### config.mk
export PLATFORM = sky130hd
export DESIGN_NAME = load_store_unit
export DESIGN_NICKNAME = d
export VERILOG_FILES = /design/src/rtl/lsu_pkg.sv /design/src/rtl/lsu_align.sv /design/src/rtl/load_store_unit.sv
export SDC_FILE = /design/constraint.sdc
export NUM_CORES = 1
export LEC_CHECK = 0
export BUFFER_PORTS_ARGS = -buffer_cell sky130_fd_sc_hd__buf_2
export CORE_MARGIN = 5
export CORE_UTILIZATION = 52
export DETAILED_ROUTE_END_ITERATION = 12
export GPL_ROUTABILITY_DRIVEN = 0
export MAX_ROUTING_LAYER = met4
export PLACE_DENSITY_LB_ADDON = 0.1
export SLEW_MARGIN = 15
export SYNTH_ARGS = -nofsm -noshare
export SYNTH_HDL_FRONTEND = slang
export SYNTH_SLANG_ARGS = --single-unit
### constraint.sdc
create_clock -name clock -period 2.9 [get_ports clock]
set_clock_uncertainty 0.05 [all_clocks]
set_input_delay 0.145 -clock clock [delete_from_list [all_inputs] [get_ports clock]]
set_output_delay 0.145 -clock clock [all_outputs]
set_load 0.01 [all_outputs]
### src/rtl/lsu_pkg.sv
// Shared types and helpers for the load/store unit: funct3 encodings, FSM states,
// response error codes and the request classifier.
package lsu_pkg;

  localparam logic [2:0] F3_B  = 3'b000;
  localparam logic [2:0] F3_H  = 3'b001;
  localparam logic [2:0] F3_W  = 3'b010;
  localparam logic [2:0] F3_BU = 3'b100;
  localparam logic [2:0] F3_HU = 3'b101;

  typedef enum logic [2:0] {
    IDLE,
    LOAD,
    RMW,
    WRITE,
    ERR,
    RESP
  } lsu_state_e;

  typedef enum logic [1:0] {
    ERR_NONE     = 2'b00,
    ERR_MISALIGN = 2'b01,
    ERR_RANGE    = 2'b10,
    ERR_ILLEGAL  = 2'b11
  } lsu_err_e;

  // Priority: illegal encoding, then alignment, then address range.
  function automatic lsu_err_e lsu_classify(input logic        we,
                                            input logic [2:0]  funct3,
                                            input logic [31:0] addr,
                                            input logic [31:0] last_word);
    lsu_err_e err;
    err = ERR_NONE;
    if ((funct3 inside {3'b011, 3'b110, 3'b111}) || (we && funct3[2])) begin
      err = ERR_ILLEGAL;
    end else if (((funct3 == F3_H || funct3 == F3_HU) && addr[0]) ||
                 (funct3 == F3_W && addr[1:0] != 2'b00)) begin
      err = ERR_MISALIGN;
    end else if ({addr[31:2], 2'b00} > last_word) begin
      err = ERR_RANGE;
    end
    return err;
  endfunction

endpackage

### src/rtl/lsu_align.sv
// Lane steering between a memory word and sub-word data: extracts and extends
// load lanes, and merges store lanes into a previously read word.
module lsu_align
  import lsu_pkg::*;
(
  input  logic [2:0]  funct3_i,
  input  logic [1:0]  offset_i,
  input  logic [31:0] rd_word_i,
  input  logic [15:0] wdata_i,
  output logic [31:0] load_data_o,
  output logic [31:0] merge_word_o
);

  logic [7:0]  byte_lane;
  logic [15:0] half_lane;

  assign byte_lane = rd_word_i[{offset_i, 3'b000} +: 8];
  assign half_lane = offset_i[1] ? rd_word_i[31:16] : rd_word_i[15:0];

  // funct3[2] selects zero extension; funct3[1:0] selects the access size.
  always_comb begin
    // NOTE: every output gets a default first so no path through the case infers a latch.
    load_data_o  = rd_word_i;
    merge_word_o = rd_word_i;
    case (funct3_i[1:0])
      2'b00: begin
        load_data_o = funct3_i[2] ? {24'h0, byte_lane} : {{24{byte_lane[7]}}, byte_lane};
        merge_word_o[{offset_i, 3'b000} +: 8] = wdata_i[7:0];
      end
      2'b01: begin
        load_data_o = funct3_i[2] ? {16'h0, half_lane} : {{16{half_lane[15]}}, half_lane};
        merge_word_o[{offset_i[1], 4'b0000} +: 16] = wdata_i;
      end
      default: ;
    endcase
  end

endmodule

### src/rtl/load_store_unit.sv
// Single-outstanding load/store initiator for a word-wide memory without byte
// enables; sub-word stores are done as read-modify-write.
module load_store_unit
  import lsu_pkg::*;
#(
  parameter int unsigned MEM_BYTES = 128
) (
  input  logic        clock,
  input  logic        reset,
  input  logic        req_valid,
  output logic        req_ready,
  input  logic        req_we,
  input  logic [2:0]  req_funct3,
  input  logic [31:0] req_addr,
  input  logic [31:0] req_wdata,
  output logic        resp_valid,
  output logic [31:0] resp_rdata,
  output logic [1:0]  resp_err,
  output logic        mem_we,
  output logic [31:0] mem_address,
  output logic [31:0] mem_data_in,
  input  logic [31:0] mem_data_out
);

  localparam logic [31:0] LAST_WORD = 32'(MEM_BYTES - 4);

  lsu_state_e  state_q;
  logic [2:0]  funct3_q;
  logic [1:0]  offset_q;
  logic [15:0] wdata_q;
  lsu_err_e    err_q;
  logic        resp_valid_q;
  logic [31:0] resp_rdata_q;
  lsu_err_e    resp_err_q;
  logic        mem_we_q;
  logic [31:0] mem_address_q;
  logic [31:0] mem_data_in_q;

  lsu_err_e    req_err_d;
  logic [31:0] load_data;
  logic [31:0] merge_word;

  assign req_err_d = lsu_classify(req_we, req_funct3, req_addr, LAST_WORD);

  lsu_align u_align (
    .funct3_i    (funct3_q),
    .offset_i    (offset_q),
    .rd_word_i   (mem_data_out),
    .wdata_i     (wdata_q),
    .load_data_o (load_data),
    .merge_word_o(merge_word)
  );

  // mem_data_in_q doubles as the merge register: RMW parks the merged word
  // there so WRITE simply presents it.
  always_ff @(posedge clock or negedge reset) begin
    if (!reset) begin
      // NOTE: every register, including the bus and response holds, is reset so
      // mem_we drops asynchronously and no stale data is visible after reset.
      state_q       <= IDLE;
      funct3_q      <= 3'b000;
      offset_q      <= 2'b00;
      wdata_q       <= 16'h0;
      err_q         <= ERR_NONE;
      resp_valid_q  <= 1'b0;
      resp_rdata_q  <= 32'h0;
      resp_err_q    <= ERR_NONE;
      mem_we_q      <= 1'b0;
      mem_address_q <= 32'h0;
      mem_data_in_q <= 32'h0;
    end else begin
      // NOTE: non-blocking assignments so every register samples pre-edge values.
      resp_valid_q <= 1'b0;
      mem_we_q     <= 1'b0;
      case (state_q)
        IDLE: begin
          if (req_valid) begin
            funct3_q <= req_funct3;
            offset_q <= req_addr[1:0];
            wdata_q  <= req_wdata[15:0];
            err_q    <= req_err_d;
            if (req_err_d != ERR_NONE) begin
              state_q <= ERR;
            end else begin
              mem_address_q <= {req_addr[31:2], 2'b00};
              if (!req_we) begin
                state_q <= LOAD;
              end else if (req_funct3 == F3_W) begin
                state_q       <= WRITE;
                mem_we_q      <= 1'b1;
                mem_data_in_q <= req_wdata;
              end else begin
                state_q <= RMW;
              end
            end
          end
        end
        LOAD: begin
          state_q      <= RESP;
          resp_valid_q <= 1'b1;
          resp_rdata_q <= load_data;
          resp_err_q   <= ERR_NONE;
        end
        RMW: begin
          state_q       <= WRITE;
          mem_we_q      <= 1'b1;
          mem_data_in_q <= merge_word;
        end
        WRITE: begin
          state_q      <= RESP;
          resp_valid_q <= 1'b1;
          resp_rdata_q <= 32'h0;
          resp_err_q   <= ERR_NONE;
        end
        ERR: begin
          state_q      <= RESP;
          resp_valid_q <= 1'b1;
          resp_rdata_q <= 32'h0;
          resp_err_q   <= err_q;
        end
        RESP:    state_q <= IDLE;
        default: state_q <= IDLE;
      endcase
    end
  end

  assign req_ready   = (state_q == IDLE);
  assign resp_valid  = resp_valid_q;
  assign resp_rdata  = resp_rdata_q;
  assign resp_err    = resp_err_q;
  assign mem_we      = mem_we_q;
  assign mem_address = mem_address_q;
  assign mem_data_in = mem_data_in_q;

endmodule

**Yosys cells after proc, flatten, opt, wreduce, memory -nomap -nowiden**

Cells that the tools add are included.

- Bits in registers: 124
- Input port bits: 103
- Output and inout bits: 101
- Word-level logic and storage cells: 83

- $add $sub $neg: 2
- Order comparisons: 1
- Equal/unequal tests: 15
- Shifts and indexed selects: 5
- Mux-type cells: 28
- Bitwise operators: 1
- Reduce and logical (&&, ||, !) cells: 20

Operators by type and width:

| kind | count |
|---|---|
| 32-bit one-hot mux with 2 select lines | 4 |
| 32-bit 2-to-1 mux | 6 |
| 32-bit bitwise mux | 2 |
| 32-bit by 7-bit > comparator with 1-bit output, second input constant | 1 |
| 16-bit by 7-bit variable shift with 32-bit output, first input constant | 1 |
| 8-bit by 7-bit variable shift with 32-bit output, first input constant | 1 |
| 16-bit by 7-bit indexed part select with 32-bit output | 1 |
| 32-bit by 6-bit indexed part select with 8-bit output | 1 |
| 8-bit by 7-bit indexed part select with 32-bit output | 1 |
| 16-bit 2-to-1 mux | 1 |
| 5-bit negation with 7-bit output | 2 |
| 3-bit by 2-bit == test with 1-bit output, second input constant | 4 |
| 3-bit == test, second input constant | 4 |
| 2-bit nonzero test | 5 |
| 3-bit one-hot mux with 3 select lines | 1 |
| 2-bit 2-to-1 mux | 4 |
| 3-bit by 1-bit == test with 1-bit output, second input constant | 2 |
| 1-bit 2-to-1 mux | 6 |
| 3-bit 2-to-1 mux | 2 |
| 5-bit AND reduction | 1 |
| 2-bit by 1-bit != test with 1-bit output, second input constant | 2 |
| 2-bit != test, second input constant | 2 |
| 2-bit one-hot mux with 2 select lines | 1 |
| 2-bit OR reduction | 2 |
| 11 further kinds | 15 |

**Logic depth before layout (Yosys ltp)**

- Depth after elaboration: 10
- Gate-level depth with buffers: 9

**Hierarchy**

Synthesis repeated with hierarchy kept, for this count alone.

- Cell total of the unflattened synthesis: 616
- Area, all modules: 6467.5 µm²

Modules (own cells, without submodules):

| module | times used | cells an instance | area an instance (µm²) |
|---|---|---|---|
| load_store_unit | 1 | 352 | 4859.7 |
| lsu_align | 1 | 264 | 1607.8 |

**Worst setup path before layout**

OpenSTA, ideal clock, no wires.

- Path type: flip-flop to flip-flop
- From: register offset_q[0]
- To: register mem_data_in_q[17], in the netlist mem_data_in[17]
- Arrival: 2.279 ns
- Slack: 0.446 ns
- Cell stages (with the launch flop): 10
- Path buffers: 2
- Clock period less this slack: 2.454 ns
- Path through: dfrtp_1 -> buf_2 -> inv_1 -> ha_1 -> nor2b_1 -> and3_1 -> clkbuf_1 -> a221oi_1 -> a21oi_1 -> mux2_4

- Word-level cells in the longest chain between the ends: 5
- Elaborated cells between the ends (all ways): 6
- Those cells by class: 1 x add/sub; 2 x shift; 3 x mux

Ends and longest elaborated chain:

| item | line | text |
|---|---|---|
| start, declared | load_store_unit.sv:29 | `logic [1:0] offset_q;` |
| start signal, assigned | load_store_unit.sv:79 | `offset_q <= req_addr[1:0];` |
| 5-bit negation with 7-bit output * | lsu_align.sv:28 | `merge_word_o[{offset_i, 3'b000} +: 8] = wdata_i[7:0];` |
| 8-bit by 7-bit indexed part select with 32-bit output / 8-bit by 7-bit variable shift with 32-bit output (equally long branches) | lsu_align.sv:28 |  |
| 32-bit bitwise mux * | lsu_align.sv:28 |  |
| 32-bit one-hot mux with 2 select lines * | lsu_align.sv:25 | `case (funct3_i[1:0])` |
| 32-bit one-hot mux with 2 select lines * | load_store_unit.sv:75 | `case (state_q)` |
| end signal, assigned | load_store_unit.sv:91 | `mem_data_in_q <= req_wdata;` |
| end signal, assigned | load_store_unit.sv:107 | `mem_data_in_q <= merge_word;` |
| end, declared | load_store_unit.sv:37 | `logic [31:0] mem_data_in_q;` |

Mark *: on every way between the ends. The rest lies on a longest branch, timed or not.
A chain may end at the register's enable or synchronous reset.

**Final worst setup path**

- From: register offset_q[1]
- To: register resp_rdata_q[19], in the netlist resp_rdata[19]

- Word-level cells in the longest chain between the ends: 4
- Elaborated cells between the ends (all ways): 6
- Those cells by class: 1 x shift; 5 x mux

Ends and longest elaborated chain:

| item | line | text |
|---|---|---|
| 32-bit by 6-bit indexed part select with 8-bit output / 16-bit 2-to-1 mux (equally long branches) | lsu_align.sv:17, lsu_align.sv:18 |  |
| 32-bit 2-to-1 mux, on equally long branches | lsu_align.sv:27, lsu_align.sv:31 |  |
| 32-bit one-hot mux with 2 select lines * | lsu_align.sv:25 |  |
| 32-bit one-hot mux with 2 select lines * | load_store_unit.sv:75 |  |
| end signal, assigned | load_store_unit.sv:101 | `resp_rdata_q <= load_data;` |
| end, declared | load_store_unit.sv:33 | `logic [31:0] resp_rdata_q;` |

Marks and branches as above.

==> out/metrics.cfg <==
[place]
port_buffers = 201
placed_cells = 986
dpl_worst_slack_ps = 463
dp_hpwl_mm = 14.5

[synthesis]
syn_area_per_cell_sq_um = 10.3
netlist_instances = 647
synth_top_area_share_pct = 46.6
synth_top_flop_cell = dfrtp_1
yosysTopAreaCell = dfrtp_1
synth-edff-count = 0
synthDistinctLibCells = 51
ys_seq_elements = 124
synth.area.top_cells = dfrtp_1 47%, mux2_4 6.3%, a22o_1 6.2%
yosysWarnings = 0
synth_seq_area_share_pct = 46.6
async_flop_share_pct = 100
synth_area_sq_um = 6660

[detailed_routing]
maxUsedRoutingLayer = met4
routed_wl_mm = 19.9
drtIter0Drc = 514
viasPerCell = 5.78
wl_met2_mm = 9.17
ant_nets = 0
met3_length_mm = 1.86
drc = 0
num_vias = 6038
wl_met1_mm = 8.25
avgRoutedWirePerCell_um = 19.1
dr.pass1.iters = 6

[cells_and_area]
final_common_cell = buf_2
fillers = 979
final_cells = 1045
layout_common_cells = 200 x buf_2, 124 x dfrtp_1, 83 x nand2_1
layout-drive-gt1-share_pct = 34.4
fin_nets = 967
syn2layout_area_growth_pct = 30.2

[setup_path]
path_class = reg2reg
rr_startpoint = offset_q[1]$_DFFE_PN0P_
critPathLaunchType = flip-flop
rr_worst_depth = 6
worstPathRequired_ps = 3200
end_kind = flip-flop
critPathBufInv = 1
max_stage_delay_ps = 860
reg2reg_slack_ps = 420
startpoint = offset_q[1]$_DFFE_PN0P_
arrival_ps = 2780
path_cells = buf_4 -> mux2i_1 -> a21oi_1 -> a31oi_1 -> nor2_1 -> a22o_1
cp_max_fo = 41
critical-path-top-delay-family = simple AND/OR/NAND/NOR gates
r2r_end = resp_rdata[19]$_DFFE_PN0N_
slowest_stage = nor2_1

[pwr]
vdd_ir_drop_max_v = 0.000487
p_leak_uw = 0.00458
power.density_nw_per_um2 = 874

[floorplan]
start_util_pct = 53.0
die_h_um = 123
rows = 41
core_area_sq_um = 12600
dieArea_sq_um = 15200
fp.dieW_um = 123
io_pins = 204

[grt]
grt_overflow = 0
grt_pass1_wl_mm = 31.6
grt_max_degree = 69
grt_pass1_vias = 6038
antenna_found_initial = 1
grt_usage_pct = 27.9

[sta]
tns_ps = 0
slew_violations = 0
tightest_slew_ps = 1110
setup_violations = 0
grt_setup_unrepaired = no
setup_ws_ps = 424
clock.fmax_mhz = 404
hold_viol_final = 0
max-slew-margin-rel_pct = 25.7
fin_crit_sh_pct = 85.4
fin_crit_ps = 2480

[clocking]
cts_buffer_depth = 2
cts_root_buf = clkbuf_16
clock_latency_ps = 420
clkSlewWorstSetupHoldPaths_ps = 60
post-cts-setup-buffer-count = 0
cts_tree = yes
htreeDepth = 4
numCtsBuffers = 17
clock-sinks = 124

[worst_hold_path]
hold_path_depth = 3
min_to = state_q[2]$_DFFE_PN0P_
hold_class = in2reg
min_from = req_valid

[status]
outcome = completed

[flow_run]
max-cap-violations = 0

## state kept, by name, summed over array words and instances (netlist names)
signal	count
resp_valid	1
mem_data_in	32
state_q	3
funct3_q	3
resp_rdata	32
mem_address	30
wdata_q	16
err_q	2
mem_we	1
resp_err	2
offset_q	2
## routing by layer
metal  vias up  GRT usage [%]
li1       2778              -
met1      2875           36.6
met2       333           41.7
met3        52           6.36
met4         0           12.0
met5         -              -
## what timing repair did
action,in CTS,in global routing
resized for setup,0,0
setup endpoints to repair,0,0
hold buffers,26,0
endpoints found under the hold margin,81,0
## logic make-up (layout without fill, tap and decap cells)
group | Yosys count | in the layout | synth area share [%]
multiplexers | 52 | 52 | 11.0
AO/OA/AOI/OAI | 177 | 177 | 20.3
AND/OR/NAND/NOR | 225 | 225 | 16.7
other | 1 | 3 | 0.0563
flip-flops | 124 | 124 | 46.6
buffers and inverters | 63 | 287 | 4.36
adder cells (fa/ha/maj) | 5 | 5 | 0.940
## worst min-delay path: cells and delay by family
family | cells | cell delay [ps]
buffers and inverters | 1 | 130
AND/OR/NAND/NOR | 2 | 170
## Yosys cell counts, types with 2 or more instances
cell / count
dfrtp_1: 124
nand2_1: 83
nor2_1: 52
a22o_1: 47
a21oi_1: 34
nor2b_1: 31
clkbuf_1: 28
mux2_4: 28
nand2b_1: 26
o21ai_0: 22
a221oi_1: 19
a222oi_1: 19
inv_1: 14
and2_1: 10
buf_2: 10
mux2i_1: 10
mux2_2: 9
a32o_1: 7
o22ai_1: 7
ha_1: 5
mux4_2: 5
nor4_1: 5
a21o_1: 4
buf_6: 4
nor3_1: 4
o21bai_1: 4
a31oi_1: 3
buf_1: 3
buf_4: 3
o221ai_1: 3
and3_1: 2
nand3_1: 2
o21a_1: 2
## layout make-up
class	instances	area (sq um)	share of cell area, %
multi-input combinational	461	3280	37.8
sequential	124	3100	35.8
timing repair buffer	240	1380	15.9
clock buffer	18	439	5.07
tap	172	215	2.48
clock inverter	14	193	2.22
inverter	15	56.3	0.650
antenna	1	2.50	0.0289
## through the flow
| step | util, % | hold slack, ps | total power [uW] | instance area, sq um |
|---|---|---|---|---|
| after floorplan | - | -201 | 4410 | 6660 |
| after global placement | 61.8 | 175 | 5170 | 7770 |
| after detailed placement | 61.8 | 185 | 5270 | 7770 |
| after CTS | 68.9 | 1.43 | 7580 | 8660 |
| after global routing | 68.9 | 8.49 | 8020 | 8660 |
| final | 68.9 | 15.8 | 7570 | 8660 |
## where the power goes
| part | leakage, uW | total, uW | internal (uW) | switching, uW |
|---|---|---|---|---|
| Sequential | 0.00166 | 2430 | 2070 | 362 |
| Clock | 0.000303 | 2260 | 1460 | 797 |
| Combinational | 0.00262 | 2890 | 1200 | 1690 |
| Total | 0.00458 | 7570 | 4730 | 2850 |
## worst max path at each step
stage,to,slack [ps],cells past startpoint
after floorplan,mem_data_in[17]$_DFFE_PN0P_,450,9
after global placement,mem_data_in[21]$_DFFE_PN0P_,560,7
after detailed placement,mem_data_in[21]$_DFFE_PN0P_,460,7
after CTS,mem_data_in[13]$_DFFE_PN0P_,440,7
after global routing,resp_rdata[19]$_DFFE_PN0N_,290,6
final,resp_rdata[19]$_DFFE_PN0N_,420,6
Note: power is estimated with default switching activity, not from simulation.
